`src/rtl/plm_port_scheduler.sv`:
```
// Round-robin scheduler sharing NBANKS x NPORTS PLM kernel ports among NCONSUMERS requesters.
// Optional per-consumer stall counters are enabled with the RR_SCHED_STATS_EN macro.
module plm_port_scheduler #(
  parameter int ADDR_WIDTH    = 4,
  parameter int VALUE_WIDTH   = 8,
  parameter int NCONSUMERS    = 2,
  parameter int NBANKS        = 1,
  parameter int NPORTS        = 2,
  parameter int COUNTER_WIDTH = 8,
  localparam int BANK_BITS       = $clog2(NBANKS),
  localparam int NKERNELS        = NBANKS * NPORTS,
  localparam int REQ_WIDTH       = ADDR_WIDTH + VALUE_WIDTH + 2,
  localparam int LOCAL_W         = ADDR_WIDTH - BANK_BITS,
  localparam int PLM_INPUT_WIDTH = LOCAL_W + VALUE_WIDTH + 1
) (
  input  logic                                  clk_i,
  input  logic                                  reset_ni,
  input  logic [NCONSUMERS*REQ_WIDTH-1:0]       requests_i,
  output logic [NCONSUMERS-1:0]                 grant_o,
  output logic [NKERNELS*PLM_INPUT_WIDTH-1:0]   out_o,
  output logic [NKERNELS-1:0]                   out_valid_o,
  input  logic [NKERNELS*VALUE_WIDTH-1:0]       plm_rdata_i,
  output logic [NCONSUMERS-1:0]                 resp_valid_o,
  output logic [NCONSUMERS*VALUE_WIDTH-1:0]     resp_data_o
`ifdef RR_SCHED_STATS_EN
  ,
  output logic [NCONSUMERS*COUNTER_WIDTH-1:0]   stall_count_o
`endif
);

  localparam int BANK_W = (BANK_BITS > 0) ? BANK_BITS : 1;
  localparam int ID_W   = (NCONSUMERS > 1) ? $clog2(NCONSUMERS) : 1;

  logic [NCONSUMERS-1:0]                   req_valid;
  logic [NCONSUMERS-1:0]                   req_we;
  logic [NCONSUMERS-1:0][BANK_W-1:0]       req_bank;
  logic [NCONSUMERS-1:0][LOCAL_W-1:0]      req_local;
  logic [NCONSUMERS-1:0][VALUE_WIDTH-1:0]  req_wdata;

  for (genvar c = 0; c < NCONSUMERS; c++) begin : g_decode
    localparam int BASE = c * REQ_WIDTH;
    assign req_valid[c] = requests_i[BASE+REQ_WIDTH-1];
    assign req_we[c]    = requests_i[BASE+REQ_WIDTH-2];
    assign req_wdata[c] = requests_i[BASE +: VALUE_WIDTH];
    if (NBANKS == 1) begin : g_one_bank
      assign req_bank[c]  = '0;
      assign req_local[c] = requests_i[BASE+VALUE_WIDTH +: ADDR_WIDTH];
    end else begin : g_multi_bank
      // Low address bits interleave consecutive words across banks.
      assign req_bank[c]  = requests_i[BASE+VALUE_WIDTH +: BANK_BITS];
      assign req_local[c] = requests_i[BASE+VALUE_WIDTH+BANK_BITS +: LOCAL_W];
    end
  end

  logic [NBANKS-1:0][ID_W-1:0]              rr_q, rr_d;
  logic [NCONSUMERS-1:0]                    grant_c;
  logic [NKERNELS-1:0]                      slot_valid, slot_rd;
  logic [NKERNELS-1:0][ID_W-1:0]            slot_id;
  logic [NKERNELS-1:0][PLM_INPUT_WIDTH-1:0] slot_data;

  // NOTE: every signal driven here gets a default first so no latch is inferred.
  always_comb begin
    int used;
    int idx;
    used       = 0;
    idx        = 0;
    grant_c    = '0;
    slot_valid = '0;
    slot_rd    = '0;
    slot_id    = '0;
    slot_data  = '0;
    rr_d       = rr_q;
    for (int b = 0; b < NBANKS; b++) begin
      used = 0;
      for (int i = 0; i < NCONSUMERS; i++) begin
        idx = int'(rr_q[b]) + i;
        if (idx >= NCONSUMERS) idx = idx - NCONSUMERS;
        for (int c = 0; c < NCONSUMERS; c++) begin
          if (c == idx && req_valid[c] && req_bank[c] == BANK_W'(b) && used < NPORTS) begin
            grant_c[c] = 1'b1;
            for (int p = 0; p < NPORTS; p++) begin
              if (p == used) begin
                slot_valid[b*NPORTS+p] = 1'b1;
                slot_rd[b*NPORTS+p]    = ~req_we[c];
                slot_id[b*NPORTS+p]    = ID_W'(c);
                slot_data[b*NPORTS+p]  = {req_local[c], req_wdata[c], req_we[c]};
              end
            end
            used    = used + 1;
            rr_d[b] = (c == NCONSUMERS - 1) ? '0 : ID_W'(c + 1);
          end
        end
      end
    end
  end

  assign grant_o = reset_ni ? grant_c : '0;

  logic [NKERNELS-1:0][PLM_INPUT_WIDTH-1:0] out_q;
  logic [NKERNELS-1:0]                      out_valid_q;
  logic [NKERNELS-1:0][ID_W-1:0]            tag_id_q;
  logic [NKERNELS-1:0]                      tag_rd_q;
  logic [NCONSUMERS-1:0]                    resp_valid_q, resp_valid_d;
  logic [NCONSUMERS-1:0][VALUE_WIDTH-1:0]   resp_data_q, resp_data_d;

  // Each consumer owns at most one port per cycle, so at most one tag matches it.
  always_comb begin
    resp_valid_d = '0;
    resp_data_d  = resp_data_q;
    for (int k = 0; k < NKERNELS; k++) begin
      for (int c = 0; c < NCONSUMERS; c++) begin
        if (tag_rd_q[k] && tag_id_q[k] == ID_W'(c)) begin
          resp_valid_d[c] = 1'b1;
          resp_data_d[c]  = plm_rdata_i[k*VALUE_WIDTH +: VALUE_WIDTH];
        end
      end
    end
  end

  // NOTE: state uses non-blocking assignments so all registers update from pre-edge values.
  always_ff @(posedge clk_i or negedge reset_ni) begin
    if (!reset_ni) begin
      out_q        <= '0;
      out_valid_q  <= '0;
      tag_id_q     <= '0;
      tag_rd_q     <= '0;
      rr_q         <= '0;
      resp_valid_q <= '0;
      resp_data_q  <= '0;
    end else begin
      out_q        <= slot_data;
      out_valid_q  <= slot_valid;
      tag_id_q     <= slot_id;
      tag_rd_q     <= slot_rd;
      rr_q         <= rr_d;
      resp_valid_q <= resp_valid_d;
      resp_data_q  <= resp_data_d;
    end
  end

  assign out_o        = out_q;
  assign out_valid_o  = out_valid_q;
  assign resp_valid_o = resp_valid_q;
  assign resp_data_o  = resp_data_q;

`ifdef RR_SCHED_STATS_EN
  logic [NCONSUMERS-1:0][COUNTER_WIDTH-1:0] stall_q;

  // Counters saturate at all-ones so long stalls stay visible.
  always_ff @(posedge clk_i or negedge reset_ni) begin
    if (!reset_ni) begin
      stall_q <= '0;
    end else begin
      for (int c = 0; c < NCONSUMERS; c++) begin
        if (req_valid[c] && !grant_c[c] && stall_q[c] != {COUNTER_WIDTH{1'b1}}) begin
          stall_q[c] <= stall_q[c] + COUNTER_WIDTH'(1);
        end
      end
    end
  end

  assign stall_count_o = stall_q;
`else
  // Stall statistics are not built; no counter state exists.
`endif

endmodule

```
`config.mk`:
```
export PLATFORM = sky130hd
export DESIGN_NAME = plm_port_scheduler
export DESIGN_NICKNAME = d
export VERILOG_FILES = /design/src/rtl/plm_port_scheduler.sv
export SDC_FILE = /design/constraint.sdc
export NUM_CORES = 1
export LEC_CHECK = 0
export ABC_AREA = 0
export CORE_MARGIN = 1.5
export CORE_UTILIZATION = 45
export CTS_CLUSTER_DIAMETER = 40
export DETAILED_ROUTE_END_ITERATION = 6
export GPL_ROUTABILITY_DRIVEN = 1
export PLACE_DENSITY = 0.85
export SETUP_SLACK_MARGIN = 0.05
export SLEW_MARGIN = 10
export SYNTH_ARGS = -nofsm -noshare
export SYNTH_HDL_FRONTEND = slang
export SYNTH_SLANG_ARGS = --single-unit
```
`constraint.sdc`:
```
create_clock -name clk_i -period 2.73 [get_ports clk_i]
set_input_delay 0.6825 -clock clk_i [delete_from_list [all_inputs] [get_ports clk_i]]
set_output_delay 0.6825 -clock clk_i [all_outputs]
set_load 0.01 [all_outputs]
```
==> summary.md, run 1 <==
| Metric | Value |
|---|---|
| Yosys top cell area share | 60.11% |
| Seq/Total Area, Yosys | approximately 60% |
| Rows | 24 |
| Clk buf depth | 2 |
| Post-DRT Antenna Nets | 0 |
| XOR/XNOR Fraction of Synth Area | 0% |
| Core Region | 4444 µm² |
| Required time worst endpoint | 2.05 ns |
| Distinct cells, synth | 21 |
| CP max FO | 2 |
| Final Hold Viols | 0 |
| Largest family of logic cells by synthesized area | multiplexers |
| Max Clk Rate | around 400 MHz |
| Ys async rst share | 100.0% |
| Router iterations before antenna repair | 6 |
| FF-to-FF path depth | 3 |
| Skew-Pair Late Insertion Delay | 0.30 ns |
| Share of layout cells above drive strength 1 | 13.23% |
| Post-CTS Setup Repair Bufs | 0 |
| CTS Hold Bufs | 0 |
| Chip Width | 71.69 µm |
| Post-detail-place hpwl | 3.548 mm |
| Cell area after synthesis | 2123 µm² |
| Worst-path clk slew | 0.10 ns |
| Final Non-Filler Cells | 309 |
| Final setup TNS | 0 ns |
| # clock sinks | 51 |
| Mux cell area share after synthesis | 19.80% |
| Most instantiated cells after synthesis | dfrtp_1, mux2i_1, nor2_1 |
| Buffers on Ports | 93 |
| PD cells | 595.7 nW/µm² |
| Post-synth EDFFs | 0 |
| CTS resizes | 0 |
| Initial antenna violation count | 0 |
| Via count | roughly 1600 |
| Max-slew violation count | 0 |
| Cell with the most instances after synthesis | dfrtp_1 |
| Yosys Warn Count | 0 |
| Met2 wire length | 2.311 mm |
| Post-Synth Adder-Cell Area | 0% |
| Wirelength per Cell | 15.98 µm |
| Highest metal used | met4 |
| CP Capture Type | output pin |
| Status | complete, but fails checks |
| Synth Instances | 161 |
| Starting Density | between 40% and 50% |
| Failing checks | design-rule violations |
| Worst-Margin Slew | 0.6736 ns |
| Root Buffer | clkbuf_8 |
| Global-route usage over all layers | 20.36% |
| Final Wtd Congestion | between 0.7 and 0.8 |
| Clock skew | approximately 0.011 ns |
| Number of max-cap violations | 0 |
| Area delta synth->final | 49.44% |
| Synthesized Nets | 207 |
| Post-synth top area cell | dfrtp_1 |
| Die area | just over 5000 µm² |
| Most common flop cell mapped by yosys | dfrtp_1 |
| Synth top area cells | dfrtp_1, mux2i_1, a22o_1 |
| FF+latch count, synth | 51 |
| RSZ-0062 raised after global routing | no |
| Diode count | 0 |
| Compound-Gate Fraction of Synth Area | under 10% |
| DR WL met3 | approximately 640 µm |
| Syn_area_per_cell | roughly 13 µm² |
| Final worst-path cycle share | a little over 90% |
| Drt total wl | a little under 5 mm |
| I/O pin cnt | 94 |
| Via/cell ratio | 5.120 |
| Synth Area in Simple Gates | 7.071% |
| H-tree depth | 2 |
| Crit path arrival time | 1.82 ns |
| Grt ovf | 0 |
| Largest net degree at the start of global routing | 52 |
| CTS Buf Count | 5 |
| First-pass GRT wire length | 7.941 mm |
| Residual DRC count | 8 |
| Slew Limit Headroom | 54.83% |
| Vias in the first global route | 1666 |
| Post-layout min period | approximately 2.5 ns |
| Leakage Power | 1.466 nW |
| Setup CP Type | input pin to output pin |
| Hold Path Class | input pin to async pin |
| Fin nets | between 300 and 400 |
| Final setup violation count | 0 |
| Die Ht | 71.69 µm |
| Max IR drop VDD | approximately 0.3 mV |
| Routed length on met1 | 1.932 mm |
| First-iteration detailed-routing DRC count | 98 |
| Inst Count DP | 301 |
| Startpoint types | input pin |
| CTS tree | yes |
## sequential cells by signal, indices dropped and copies added (netlist names)
register and cells:
out_o 26, resp_data_o 16, out_valid_o 2, resp_valid_o 2, tag_id_q 2, tag_rd_q 2, rr_q 1
## worst max-delay path, stage by stage
cell	delay [ns]
clkdlybuf4s50_1	0.48
and2_1	0.13
clkdlybuf4s50_1	0.53
## per-layer routing
| layer | up-vias | global-route usage, % |
|---|---|---|
| met2 | 77 | 31.58 |
| met4 | 0 | 7.547 |
| met5 | - | 0 |
| li1 | 740 | - |
| met1 | 761 | 25.16 |
| met3 | 4 | 9.142 |
## through the flow
| stage | worst slack (ns) | cell area [µm²] | power, W | utilization [%] | hold slack (ns) |
|---|---|---|---|---|---|
| 2_1_floorplan | 1.200 | 2123 | 0.001151 | - | 0.3869 |
| 3_5_place_dp | 0.2297 | 3084 | 0.001477 | 69.40 | 0.4970 |
| 6_report | 0.2320 | 3173 | 0.001890 | 71.40 | 0.5127 |
| 3_3_place_gp | 0.2432 | 3084 | 0.001460 | 69.40 | 0.4932 |
| 5_1_grt | 0.1897 | 3173 | 0.001991 | 71.40 | 0.5550 |
| 4_1_cts | 0.2297 | 3173 | 0.001901 | 71.40 | 0.5290 |
## kinds of logic (layout without fill, tap and decap cells)
family / Yosys count / count (layout)
muxes: 37 / 37
AOI/OAI and AO/OA: 26 / 26
and+or+nand+nor: 33 / 33
buffers and inverters: 14 / 110
DFF: 51 / 51
## cells in the final DEF (no fill, tap or decap)
master	netlist	routed
clkdlybuf4s50_1	0	92
and2_2	1	1
a21o_1	1	1
mux2i_1	21	21
a21boi_2	2	2
buf_4	2	4
nand2b_1	1	1
clkinvlp_4	0	2
inv_1	5	5
nand2_1	11	11
clkbuf_8	0	5
nor2_1	15	15
buf_2	3	1
nor2b_4	1	1
clkinv_2	0	1
mux2_2	8	8
a22o_1	14	14
mux2_4	8	8
or2_2	1	1
o21ai_0	9	9
dfrtp_1	51	51
and2_1	2	2
nor2b_1	1	1
## report_power, final
part	switching, W	total, W	internal [W]
logic	0.000214	0.000553	0.000339
registers	0.0000483	0.000906	0.000858
clock network	0.000253	0.000432	0.000179
## final cells by class
type,instances,area (µm²)
sequential,51,1276
fill,329,1271
clock buffer,5,68.82
tap,52,65.06
clock inverter,3,20.02
multi-input combinational,96,768.2
timing repair buffer,97,955.9
inverter,5,18.77
## worst paths after layout
path                             endpoint  slack, ns      startpoint
max in group asynchronous  resp_data_o[3]       1.79        reset_ni
max reg2reg                resp_data_o[0]       1.15     tag_id_q[1]
min                             out_o[23]       0.51        reset_ni
min reg2reg                resp_data_o[5]       0.52  resp_data_o[5]
max                            grant_o[1]       0.23  requests_i[27]
min in group clk_i         resp_data_o[5]       0.52  resp_data_o[5]
Power figures use the tool's default switching activity.
==> run 2, diff against run 1 <==
--- a/config.mk
+++ b/config.mk
@@ -6,7 +6,6 @@
 export NUM_CORES = 1
 export LEC_CHECK = 0
 export ABC_AREA = 0
-export CORE_MARGIN = 1.5
 export CORE_UTILIZATION = 45
 export CTS_CLUSTER_DIAMETER = 40
 export DETAILED_ROUTE_END_ITERATION = 6
==> summary.md, run 2 (synthesized netlist as in run 1, its figures left out) <==
| Metric | Value |
|---|---|
| Status | complete, but fails checks |
| Failing checks | design-rule violations |
| Chip Width | slightly above 70 µm |
| Seq pwr share | 49.0% |
| Worst Hold Path EP | resp_data_o[5] |
| CTS Hold Bufs | 0 |
| R2r setup slk | 1.12 ns |
| Clk buf depth | 2 |
| Post-DRT Antenna Nets | 0 |
| CP delay by family, top | buffers and inverters |
| CP max FO | 2 |
| Share of layout cells above drive strength 1 | roughly an eighth |
| Die Ht | 70.69 µm |
| Final worst-path cycle share | 90.89% |
| Grt ovf | 0 |
| Vias in the first global route | 1530 |
| Hold path depth | 1 |
| Cell chain of the critical path | clkdlybuf4s50_1 -> and2_1 -> clkdlybuf4s50_1 |
| CTS resizes | 0 |
| Via/cell ratio | 4.958 |
| Global-route usage over all layers | 19.81% |
| Wirelength per Cell | 15.11 µm |
| Critical Path Start | requests_i[13] |
| Final setup TNS | 0 ns |
| Final Wtd Congestion | a little over 0.7 |
| CTS tree | yes |
| Initial antenna violation count | 0 |
| Worst-Margin Slew | 0.6431 ns |
| Final Hold Viols | 0 |
| First-pass GRT wire length | 7.438 mm |
| Starting Density | between 40% and 50% |
| RSZ-0062 raised after global routing | no |
| Rows | 24 |
| Core Region | 4444 µm² |
| HP Start | resp_data_o[5] |
| WP buf/inv | 2 |
| Max-slew violation count | 0 |
| I/O pin cnt | 94 |
| Number of max-cap violations | 0 |
| Clock share of power | 21.3% |
| Slew Limit Headroom | 56.87% |
| Setup CP Type | input pin to output pin |
| Net switching fraction of the power | 25.99% |
| Largest net degree at the start of global routing | 52 |
| Drt total wl | 4.654 mm |
| H-tree depth | 2 |
| CP Capture Type | output pin |
| Clock skew | ~0.0065 ns |
| Leakage Power | 1.463 nW |
| Post-CTS Setup Repair Bufs | 0 |
| Post-detail-place hpwl | between 3 and 4 mm |
| Die area | 4997 µm² |
| Fin nets | 302 |
| Worst-path clk slew | 0.08 ns |
| Logic depth of the worst setup path including buffers | 3 |
| Required time worst endpoint | 2.05 ns |
| Via count | 1527 |
| Final setup violation count | 0 |
| Logic pwr share | 29.7% |
| Final Non-Filler Cells | 308 |
| Crit-path slowest cell | clkdlybuf4s50_1 |
| Inst Count DP | 301 |
| Most used cell along the critical path | clkdlybuf4s50_1 |
| # clock sinks | 51 |
| Most frequent cells in the layout | clkdlybuf4s50_1, dfrtp_1, mux2i_1, nor2_1, a22o_1 |
| Area delta synth->final | 48.79% |
| Worst reg2reg endpoint | resp_data_o[7] |
| Max Clk Rate | 403.0 MHz |
| Psw | 0.0004804 W |
| Worst r2r src | tag_id_q[1] |
| Internal | 0.001368 W |
| Buffers on Ports | 93 |
| Max IR drop VDD | ~0.32 mV |
| Hold Path Class | flop to flop |
| Startpoint types | input pin |
| Root Buffer | clkbuf_8 |
| CTS Buf Count | 5 |
| Max reg flops | 26 |
| Fill cells | ~340 |
| Skew-Pair Late Insertion Delay | 0.30 ns |
| Max incr delay on CP | 0.53 ns |
| PD cells | around 580 nW/µm² |
| Residual DRC count | 34 |
| Router iterations before antenna repair | 6 |
| First-iteration detailed-routing DRC count | 89 |
| Crit path arrival time | about 1.8 ns |
| Post-layout min period | 2.481 ns |
| FF-to-FF path depth | 3 |
| Most common cell after layout, fill and taps aside | clkdlybuf4s50_1 |
| Final Util | 71.09% |
run 2: worst register-to-register path, delay by kind of cell, from the launching register on:
family / cells / cell delay [ns]
compound gates: 1 / 0.45
flops: 1 / 0.41
mux: 1 / 0.36
simple gates: 1 / 0.28
run 2: routing by layer:
metal	wire [µm]	vias up	track usage, %
li1	-	742	-
met1	1909	707	25.00
met2	2071	73	30.13
met3	608	5	9.544
met4	64	0	6.667
met5	0	-	0
run 2: worst max path at each step:
stage / slack (ns) / endpoint
floorplan: 1.20 / grant_o[0]
global placement: 0.25 / grant_o[1]
detailed placement: 0.24 / grant_o[1]
CTS: 0.24 / grant_o[1]
global route: 0.19 / grant_o[1]
finish: 0.25 / grant_o[0]
run 2: power by group through the flow:
stage	clock network (W)	logic, W	registers [W]
global route	0.000440	0.000587	0.000916
global placement	0	0.000541	0.000916
floorplan	0	0.000184	0.000967
finish	0.000394	0.000549	0.000905
CTS	0.000410	0.000555	0.000907
detailed placement	0	0.000553	0.000922
run 2: cell type report:
type | instances | area [µm²] | share of cell area, %
diodes | 1 | 2.502 | 0.07921
clock buffers | 6 | 72.57 | 2.297
repair buffers | 97 | 955.9 | 30.26
inverters | 5 | 18.77 | 0.5941
well taps | 52 | 65.06 | 2.059
multi-input cells | 96 | 768.2 | 24.32
flip-flops and latches | 51 | 1276 | 40.40
run 2: metrics by stage:
| step | power (W) | setup WS, ns | instance area, µm² | hold WS [ns] |
|---|---|---|---|---|
| 4_1_cts | 0.001871 | 0.2370 | 3157 | 0.5196 |
| 6_report | 0.001848 | 0.2487 | 3159 | 0.5143 |
| 5_1_grt | 0.001944 | 0.1942 | 3157 | 0.5315 |
| 2_1_floorplan | 0.001151 | 1.200 | 2123 | 0.3869 |
| 3_5_place_dp | 0.001474 | 0.2370 | 3084 | 0.4960 |
| 3_3_place_gp | 0.001457 | 0.2477 | 3084 | 0.4965 |
